**src/rtl/kernel_loader.sv**
```systemverilog
// Kernel memory write sequencer: packs 32-bit coefficients four per 128-bit beat.
// Optional readback verification is enabled with `define KERNEL_LOADER_CHECK_EN.
module kernel_loader #(
   parameter int DATA_WIDTH    = 128,
   parameter int DATA_WIDTH2   = 32,
   parameter int ADDRESS_WIDTH = 6,
   parameter int KERNEL_SIZE   = 9
) (
   input  logic                     clk,
   input  logic                     rst_n,
   input  logic                     Start,
   input  logic [DATA_WIDTH2-1:0]   Coef_In,
   input  logic                     Coef_Valid,
   output logic                     Coef_Ready,
   output logic                     Busy,
   output logic                     Done,
   output logic [DATA_WIDTH-1:0]    Data_In,
   output logic                     Write_En,
   output logic                     En,
   output logic                     Last_Address,
   output logic [ADDRESS_WIDTH-1:0] Address,
   input  logic [DATA_WIDTH2-1:0]   Mem_Data_out,
   output logic                     Mismatch
);

   localparam int LANES = DATA_WIDTH / DATA_WIDTH2;
   localparam int LW    = (LANES > 1) ? $clog2(LANES) : 1;
   localparam int CW    = ADDRESS_WIDTH + 1;
   localparam logic [CW-1:0] KS_C      = CW'(KERNEL_SIZE);
   localparam logic [LW-1:0] LAST_LANE = LW'(LANES - 1);

   typedef enum logic [2:0] {
      S_IDLE    = 3'd0,
      S_COLLECT = 3'd1,
      S_WRITE   = 3'd2,
      S_CHECK   = 3'd3,
      S_DONE    = 3'd4
   } state_t;

   state_t                  state_q, state_d;
   logic [LW-1:0]           lane_q, lane_d;
   logic [CW-1:0]           cnt_q, cnt_d;
   logic [DATA_WIDTH-1:0]   data_q, data_d;
   logic                    last_q, last_d;
   logic                    accept_s;

`ifdef KERNEL_LOADER_CHECK_EN
   localparam int SW = (KERNEL_SIZE > 1) ? $clog2(KERNEL_SIZE) : 1;

   logic [CW-1:0]           chk_q, chk_d;
   logic                    mism_q, mism_d;
   logic                    cmp_fail_s;
   logic [SW-1:0]           wr_idx_s;
   logic [SW-1:0]           rd_idx_s;
   logic [DATA_WIDTH2-1:0]  shadow_q [0:(1<<SW)-1];

   assign wr_idx_s = SW'(cnt_q);
   assign rd_idx_s = SW'(chk_q - CW'(1));

   // Shadow copy of every accepted coefficient, indexed by arrival order.
   always_ff @(posedge clk) begin
      if (accept_s) begin
         shadow_q[wr_idx_s] <= Coef_In;
      end
   end
`else
   logic unused_s;
   assign unused_s = ^Mem_Data_out;
`endif

   // State and datapath registers.
   always_ff @(posedge clk or negedge rst_n) begin
      if (!rst_n) begin
         state_q <= S_IDLE;
         lane_q  <= '0;
         cnt_q   <= '0;
         data_q  <= '0;
         last_q  <= 1'b0;
`ifdef KERNEL_LOADER_CHECK_EN
         chk_q   <= '0;
         mism_q  <= 1'b0;
`endif
      end else begin
         state_q <= state_d;
         lane_q  <= lane_d;
         cnt_q   <= cnt_d;
         data_q  <= data_d;
         last_q  <= last_d;
`ifdef KERNEL_LOADER_CHECK_EN
         chk_q   <= chk_d;
         mism_q  <= mism_d;
`endif
      end
   end

   // Next-state and datapath update.
   always_comb begin
      state_d  = state_q;
      lane_d   = lane_q;
      cnt_d    = cnt_q;
      data_d   = data_q;
      last_d   = last_q;
      accept_s = 1'b0;
`ifdef KERNEL_LOADER_CHECK_EN
      chk_d      = chk_q;
      mism_d     = mism_q;
      cmp_fail_s = 1'b0;
`endif
      case (state_q)
         S_IDLE: begin
            if (Start) begin
               state_d = S_COLLECT;
               lane_d  = '0;
               cnt_d   = '0;
               data_d  = '0;
`ifdef KERNEL_LOADER_CHECK_EN
               mism_d  = 1'b0;
`endif
            end else begin
               state_d = S_IDLE;
            end
         end
         S_COLLECT: begin
            accept_s = Coef_Valid;
            if (Coef_Valid) begin
               data_d[lane_q*DATA_WIDTH2 +: DATA_WIDTH2] = Coef_In;
               lane_d = lane_q + LW'(1);
               cnt_d  = cnt_q + CW'(1);
               if ((lane_q == LAST_LANE) || (cnt_q + CW'(1) == KS_C)) begin
                  state_d = S_WRITE;
                  last_d  = (cnt_q + CW'(1) == KS_C);
               end else begin
                  state_d = S_COLLECT;
               end
            end else begin
               state_d = S_COLLECT;
            end
         end
         S_WRITE: begin
            // The beat leaves on this cycle; the next beat starts from empty lanes.
            lane_d = '0;
            data_d = '0;
            if (cnt_q == KS_C) begin
`ifdef KERNEL_LOADER_CHECK_EN
               state_d = S_CHECK;
               chk_d   = '0;
`else
               state_d = S_DONE;
`endif
            end else begin
               state_d = S_COLLECT;
            end
         end
`ifdef KERNEL_LOADER_CHECK_EN
         S_CHECK: begin
            // Read data lags the address by one cycle, so compare entry chk_q-1.
            chk_d = chk_q + CW'(1);
            if ((chk_q != '0) && (Mem_Data_out != shadow_q[rd_idx_s])) begin
               cmp_fail_s = 1'b1;
               mism_d     = 1'b1;
            end else begin
               cmp_fail_s = 1'b0;
            end
            if (chk_q == KS_C) begin
               state_d = S_DONE;
            end else begin
               state_d = S_CHECK;
            end
         end
`endif
         S_DONE: begin
            state_d = S_IDLE;
         end
         default: begin
            state_d = S_IDLE;
         end
      endcase
   end

   assign Coef_Ready   = (state_q == S_COLLECT);
   assign Busy         = (state_q != S_IDLE);
   assign Done         = (state_q == S_DONE);
   assign Data_In      = data_q;
   assign Write_En     = (state_q == S_WRITE);
   assign Last_Address = (state_q == S_WRITE) && !last_q;

`ifdef KERNEL_LOADER_CHECK_EN
   assign En       = (state_q == S_WRITE) || ((state_q == S_CHECK) && (chk_q < KS_C));
   assign Address  = ((state_q == S_CHECK) && (chk_q < KS_C)) ? chk_q[ADDRESS_WIDTH-1:0]
                                                              : {ADDRESS_WIDTH{1'b0}};
   assign Mismatch = mism_q | cmp_fail_s;
`else
   assign En       = (state_q == S_WRITE);
   assign Address  = {ADDRESS_WIDTH{1'b0}};
   assign Mismatch = 1'b0;
`endif

endmodule
```
**config.mk**
```make
export PLATFORM = sky130hd
export DESIGN_NAME = kernel_loader
export DESIGN_NICKNAME = d
export VERILOG_FILES = /design/src/rtl/kernel_loader.sv
export SDC_FILE = /design/constraint.sdc
export NUM_CORES = 1
export LEC_CHECK = 0
export BUFFER_PORTS_ARGS = -buffer_cell sky130_fd_sc_hd__buf_2
export CAP_MARGIN = 0
export CORE_UTILIZATION = 40
export DETAILED_ROUTE_END_ITERATION = 6
export PLACE_DENSITY = 0.67
export SLEW_MARGIN = 20
export SYNTH_ARGS = -nofsm -noshare
export SYNTH_HDL_FRONTEND = slang
export SYNTH_SLANG_ARGS = --single-unit
```
**constraint.sdc**
```tcl
create_clock -name clk -period 4.3 [get_ports clk]
set_clock_uncertainty 0.05 [all_clocks]
set_input_delay 0.215 -clock clk [delete_from_list [all_inputs] [get_ports clk]]
set_output_delay 0.215 -clock clk [all_outputs]
set_load 0.1 [all_outputs]
```
# Word level (Yosys, flattened, before mapping)
# Index checks and enable logic that the tools add are counted.
[word_totals]
word_cells = 43
out_inout_bits = 141
input_bits = 68
ff_bits = 141
[op_classes]
add_sub_neg = 3
mux = 15
reduce_logical = 10
n_eq_ne = 8
n_shift = 2
[ops]
columns = ["cell", "count"]
rows = [
  ["$pmux 128 s3", 1],
  ["$mux 128", 2],
  ["$bwmux 128", 1],
  ["$shift 32x34->128 const A", 1],
  ["$shiftx 32x34->128", 1],
  ["$neg 7->34", 1],
  ["$eq 7x4->1 const B", 2],
  ["$mux 7", 2],
  ["$pmux 7 s2", 1],
  ["$pmux 3 s3", 1],
  ["$reduce_and 3->1", 3],
  ["$add 7x1->7 const B", 1],
  ["$mux 2", 3],
  ["$mux 3", 2],
  ["$pmux 2 s3", 1],
  ["$reduce_bool 3->1", 2],
  ["$ne 2x2->1 const B", 2],
  ["$eq 3x1->1 const B", 1],
  ["$eq 3x2->1 const B", 1],
  ["$eq 3x3->1 const B", 1],
  ["$logic_not 3->1", 1],
  ["$add 2x1->2 const B", 1],
  ["$eq 2x2->1 const B", 1],
  ["$reduce_bool 2->1", 1],
  ["other kinds (4)", 4],
]

# Longest topological paths before layout
# Gate-level depths: netlist of run 1.
[logic_depth]
depth_word = 6
mapped_depth = 9
ltp_nobuf = 7

# Least setup slack after synthesis of run 1
# No wires, ideal clock.
[synth_timing]
path_kind = "register to output"
startpoint = "register state_q[0]"
endpoint = "output port Last_Address"
t_arrival_ns = 4.329
required_time_ns = 4.035
stages_incl_launch_ff = 4
path_buffers = 1
path_slack_ns = -0.294
path_cell_list = "dfrtp_1 -> buf_4 -> nor3b_1 -> nor2b_1"
[synth_via]
elab_chain_len = 2
[synth_lines]
columns = ["element", "line_no", "source"]
rows = [
  ["start, declared", "40", "state_t state_q, state_d;"],
  ["start signal, assigned", "84", "state_q <= state_d;"],
  ["$eq 3x2->1", "--", ""],
  ["named net En", "19", "output logic En,"],
  ["$logic_and 1x1->1", "185", "assign Last_Address = (state_q == S_WRITE) && !last_q;"],
  ["end, declared", "20", "output logic Last_Address,"],
]
# The timed path passes the listed nets, and every way through them passes these cells.

# Final worst setup path of run 1
[layout_timing]
startpoint = "register lane_q[1]"
endpoint = "register data_q[51] (netlist: Data_In[51])"
[layout_via]
elab_chain_len = 5
elab_cells_between_ends = 6
classes_between = "add/sub: 1; shift: 2; mux: 3"
[layout_lines]
columns = ["element", "line_no", "source"]
rows = [
  ["start, declared", "41", "logic [LW-1:0] lane_q, lane_d;"],
  ["start signal, assigned", "85", "lane_q <= lane_d;"],
  ["$neg 7->34 *", "126", "data_d[lane_q*DATA_WIDTH2 +: DATA_WIDTH2] = Coef_In;"],
  ["$shiftx 32x34->128 or $shift 32x34->128 (tied branches)", "126", ""],
  ["$bwmux 128 *", "126", ""],
  ["$mux 128 *", "125", "if (Coef_Valid) begin"],
  ["$pmux 128 s3 *", "109", "case (state_q)"],
  ["end signal, assigned", "87", "data_q <= data_d;"],
  ["end, declared", "43", "logic [DATA_WIDTH-1:0] data_q, data_d;"],
]
# Every way passes the cells marked *; elsewhere a longest branch is shown, timed or not. The select of a mux whose other input is x is not followed.
# A chain may end at the register's enable or synchronous reset.

==> flow_metrics.tcl, run 1 <==
set metrics [dict create \
    status "finished clean" \
    worstPathArrival_ps 3200 \
    yosys_warnings 0 \
    ctsResizeCount 0 \
    grt_max_degree 108 \
    cts_buffers 17 \
    reg2regPathDepth 8 \
    die_height_um 122 \
    syn_to_final_growth_pct 28.8 \
    ant_nets 0 \
    cts_sinks 141 \
    place.gp.congestion 0.853 \
    fin_setup_tns_ps 0 \
    synthMuxAreaShare_pct 0.175 \
    antenna_found_initial 0 \
    grt_use_met1_pct 30.4 \
    ys_seq_area_share_pct 61.6 \
    busiest_layer "met2" \
    diodes 0 \
    synth-edff-count 0 \
    min_from "Coef_In[27]" \
    met3_usage_pct 5.24 \
    synth_fa_ha_area_share_pct 1.75 \
    port_buffers 169 \
    crit_path_end_kind "flop" \
    r2r-start "lane_q[1]$_DFFE_PN0P_" \
    fmax_mhz 345 \
    power_density_nw_per_um2 764 \
    async_flop_share_pct 100 \
    dp.cells 854 \
    clock_latency_ps 420 \
    r2r_end "Data_In[51]$_DFFE_PN0P_" \
    cp_max_fo 33 \
    cp.required_ps 4610 \
    cts_tree "built" \
    layout_commonest_cell "buf_2" \
    synth_compound_area_share_pct 18.6 \
    clockBufferDepth 2 \
    grt_pass1_vias 4515 \
    layout-drive-gt1-share_pct 30.6 \
    routed_wl_um 15200 \
    start_util_pct 41.1 \
    clk_pin_slew_ps 60 \
    cts_root_buf "clkbuf_16" \
    synth_simple_gate_area_share_pct 13.2 \
    layout_common_cells "168 x buf_2, 141 x dfrtp_1, 136 x nand2_1" \
    post-cts-setup-buffers 0 \
    p_leak_nw 3.83 \
    grt_pass1_wl_um 24400 \
    drc 0 \
    synth_cell_types 36 \
    syn_area_um2 5730 \
    dr_total_vias 4678 \
    grtUsageTotal_pct 21.5 \
    boundaryPins 209 \
    syn-mean-instance-area_um2 10.7 \
    crit_type "reg2reg" \
    die_area_um2 14800 \
    synth_cells 537 \
    period_share_pct 67.3 \
    min_path_cells 2 \
    peakVddDrop_uv 359 \
    overflow 0 \
    synthXorXnorAreaFrac_pct 0 \
    ctsHoldBuffers 6 \
    drt-pass1-iter-count 4 \
    met2_usage_pct 32.7 \
    nNetsFinal 776 \
    worst_slew_pin_slew_ps 960 \
    fin_ws_ps 1400 \
    hold_violations 0 \
    first_iter_violations 241 \
    postSynthRegisterBits 141 \
    fin_crit_ps 2900 \
    hp-class "in2reg" \
    cap_violations 0 \
    rsz0062_at_grt "no" \
    regToRegSetupSlack_ps 1400 \
    vias_per_cell 5.24 \
    synth_top_family_by_area "compound AO/OA/AOI/OAI gates" \
    routedWlPerCell_um 17.1 \
    fp-row-count 43 \
    stdcell_count 893 \
    slew_violations 0 \
    htreeDepth 4 \
    critPathLaunch "lane_q[1]$_DFFE_PN0P_" \
    die_x_um 122 \
    slew_headroom_pct 36.0 \
    coreArea_um2 13900 \
    preCtsSetupSlack_ps 1390 \
    start_kind "flop" \
    synth_ff_type "dfrtp_1" \
    hold_end "Data_In[59]$_DFFE_PN0P_" \
    hpwl_um 10300 \
    setup_violations 0 \
]
-- through the flow --
| stage | area (um2) | total power, mW | hold WS [ps] | util, % |
|---|---|---|---|---|
| 2_1_floorplan | 5760 | 3.67 | -131 | - |
| 4_1_cts | 7370 | 5.66 | 0.889 | 52.9 |
| 3_5_place_dp | 6710 | 4.16 | 364 | 48.2 |
| 3_3_place_gp | 6710 | 4.11 | 350 | 48.2 |
| 5_1_grt | 7380 | 5.88 | 15.8 | 53.0 |
| 6_report | 7380 | 5.64 | 11.7 | 53.0 |
-- worst max path at each step --
stage | depth (start not counted) | to | slack (ps)
final | 8 | Data_In[51]$_DFFE_PN0P_ | 1400
after global routing | 8 | Data_In[51]$_DFFE_PN0P_ | 1120
after CTS | 8 | Data_In[51]$_DFFE_PN0P_ | 1360
after detailed placement | 7 | Data_In[46]$_DFFE_PN0P_ | 1390
after global placement | 8 | Data_In[61]$_DFFE_PN0P_ | 1470
after floorplan | 3 | Last_Address | 780
-- critical path, stage by stage (launching register included) --
cell and delay, ps:
dfrtp_1 400, inv_1 140, ha_1 160, inv_1 70
o21ai_0 210, nand2b_2 520, nor4_4 860, buf_12 260
a22o_1 150
-- sequential cells by signal, indices dropped and copies added (netlist names) --
signal,count
Data_In,128
cnt_q,7
state_q,3
lane_q,2
last_q,1
-- routing by layer --
layer	share of wire [%]	vias to the layer above	routed length, um
met5	0	-	0
met4	0.88	0	134
met3	6.0	13	913
met2	46	175	7020
met1	47	2315	7170
li1	-	2175	-
-- cells by family after synthesis --
group                      count (synthesis)
other                                      1
and+or+nand+nor                          172
AOI/OAI and AO/OA                        160
DFF                                      141
adders and majority gates                  8
muxes                                      1
buffers and inverters                     54
-- synth_stat cells (3+ instances only) --
library cell / number / area (um2)
a21oi_1: 7 / 35.0
a22o_1: 65 / 569
buf_2: 4 / 20.0
buf_4: 9 / 67.6
buf_6: 3 / 33.8
clkbuf_1: 29 / 109
dfrtp_1: 141 / 3530
ha_1: 8 / 100
inv_1: 9 / 33.8
nand2_1: 136 / 510
nand3_1: 4 / 20.0
nand4_1: 3 / 18.8
nor2_1: 9 / 33.8
nor3b_1: 3 / 22.5
o21ai_0: 69 / 345
o21ai_1: 10 / 50.1
o31ai_1: 3 / 22.5
-- report_power, final --
part | switching (mW) | internal, mW
Clock | 0.572 | 0.913
Combinational | 2.08 | 0.393
Sequential | 0.153 | 1.53
Total | 2.80 | 2.84
-- final cells by class --
type                    instances  area (um2)
clock buffers                  18         429
clock inverters                14         169
fillers                      1233        6550
inverters                       9        33.8
multi-input cells             348        2010
flip-flops and latches        141        3530
well taps                     180         225
repair buffers                183         992
Note: power is estimated with default switching activity, not from simulation.
==> inputs of run 2 (changes only) <==
Clock period 4.3 ns to 2.8 ns, I/O delays scaled along.
==> run 2 against run 1 <==
Compared with the run above: total power grew 58%; flip-flop and latch count unchanged; sequential share of layout area fell by 2.4 points; combinational power is 55% higher; highest routed layer unchanged.
==> flow_metrics.tcl, run 2 (synthesized netlist as in run 1, its figures left out) <==
set metrics [dict create \
    fp-row-count 43 \
    hp-class "in2reg" \
    layout_commonest_cell "buf_2" \
    critical-path-top-delay-family "simple AND/OR/NAND/NOR gates" \
    preCtsSetupSlack_ps 394 \
    start_kind "flop" \
    antenna_found_initial 0 \
    crit_path_end_kind "flop" \
    placed_area_um2 6790 \
    status "finished clean" \
    crit_type "reg2reg" \
    die_height_um 122 \
    dp.cells 863 \
    die_x_um 122 \
    clk_pin_slew_ps 60 \
    worstPathArrival_ps 2750 \
    cp_max_fo 25 \
    fillers 1211 \
    rsz0062_at_grt "no" \
    cts_sinks 141 \
    syn_to_final_growth_pct 35.7 \
    diodes 0 \
    drt-pass1-iter-count 5 \
    worstPathBufferInverterCount 1 \
    design_area_um2 7780 \
    layout_common_cells "168 x buf_2, 141 x dfrtp_1, 136 x nand2_1" \
    period_share_pct 87.7 \
    min_path_cells 4 \
    slew_headroom_pct 61.8 \
    drc 0 \
    ant_nets 0 \
    cts_tree "built" \
    routed_wl_um 15400 \
    grt_pass1_vias 4599 \
    peakVddDrop_uv 584 \
    cts_buffers 17 \
    nNetsFinal 811 \
    die_area_um2 14800 \
    hold_slack_ps 103 \
    hpwl_um 10300 \
    fin_crit_ps 2450 \
    layout-drive-gt1-share_pct 30.5 \
    reg2regPathDepth 5 \
    largest_reg_flops 128 \
    cts_root_buf "clkbuf_16" \
    power_mw 8.90 \
    grt_max_degree 82 \
    final_core_util_pct 55.8 \
    hold_violations 0 \
    overflow 0 \
    vias_per_cell 5.19 \
    setup_violations 0 \
    htreeDepth 4 \
    place.gp.congestion 0.844 \
    fin_setup_tns_ps 0 \
    clockBufferDepth 2 \
    cap_violations 0 \
    boundaryPins 209 \
    path_cells "or3b_1 -> or3_4 -> nor4_4 -> buf_4 -> a22o_1" \
    coreArea_um2 13900 \
    clock_latency_ps 420 \
    crit_cells 5 \
    fin_ws_ps 346 \
    fmax_mhz 407 \
    critPathMaxStageDelay_ps 580 \
    power_density_nw_per_um2 1140 \
    dr_total_vias 4819 \
    start_util_pct 41.1 \
    worst_slew_pin_slew_ps 573 \
    cpMaxStageDelayCell "or3b_1" \
    post-cts-setup-buffers 0 \
    first_iter_violations 353 \
    grtUsageTotal_pct 21.5 \
    routedWlPerCell_um 16.6 \
    p_leak_nw 4.00 \
    grt_pass1_wl_um 24000 \
    port_buffers 169 \
    cp.required_ps 3100 \
    slew_violations 0 \
    stdcell_count 928 \
]
## run 2: cell count changes in the layout (fill, tap and decap cells not counted), sizes merged
cell | before | now
clkbuf | 18 | 19
clkinvlp | 2 | 3
buf | 177 | 185
inv | 11 | 10
clkinv | 7 | 4
bufinv | 3 | 5
dlygate4sd3 | 6 | 33
## run 2: where the power goes
group / internal [mW] / switching, mW
combinational: 0.654 / 3.18
sequential: 2.35 / 0.238
clock: 1.61 / 0.865
total: 4.62 / 4.29
## run 2: final cells by class
type                    instances  area (um2)  share of cell area, %
flip-flops and latches        141        3530                   45.4
multi-input cells             348        2020                   26.0
repair buffers                218        1320                   16.9
clock buffers                  19         443                   5.69
well taps                     180         225                   2.90
clock inverters                13         213                   2.73
inverters                       9        33.8                  0.434
## run 2: repair_timing
| item | CTS | global route |
|---|---|---|
| endpoints found under the hold margin | 188 | 0 |
| gates resized for setup | 0 | 0 |
| hold buffers | 33 | 0 |
## run 2: path summary, 6_finish.rpt
check,startpoint,endpoint,slack [ps]
min,Coef_Valid,state_q[0]$_DFF_PN0_,100
max in group asynchronous,rst_n,Data_In[99]$_DFFE_PN0P_,1670
max reg2reg,state_q[0]$_DFF_PN0_,Data_In[115]$_DFFE_PN0P_,350
max,state_q[0]$_DFF_PN0_,Data_In[115]$_DFFE_PN0P_,350
min in group asynchronous,rst_n,Data_In[15]$_DFFE_PN0P_,220
min reg2reg,Data_In[90]$_DFFE_PN0P_,Data_In[90]$_DFFE_PN0P_,420
## run 2: worst register-to-register path: stages, from the launching register on
cell,delay (ps)
dfrtp_1,520
or3b_1,580
or3_4,430
nor4_4,230
buf_4,370
a22o_1,210
## run 2: layer usage
layer / GRT usage, % / wire length, um
met3: 6.60 / 979
met1: 29.1 / 7140
met4: 6.71 / 181
met5: 0 / 0
met2: 33.1 / 7080
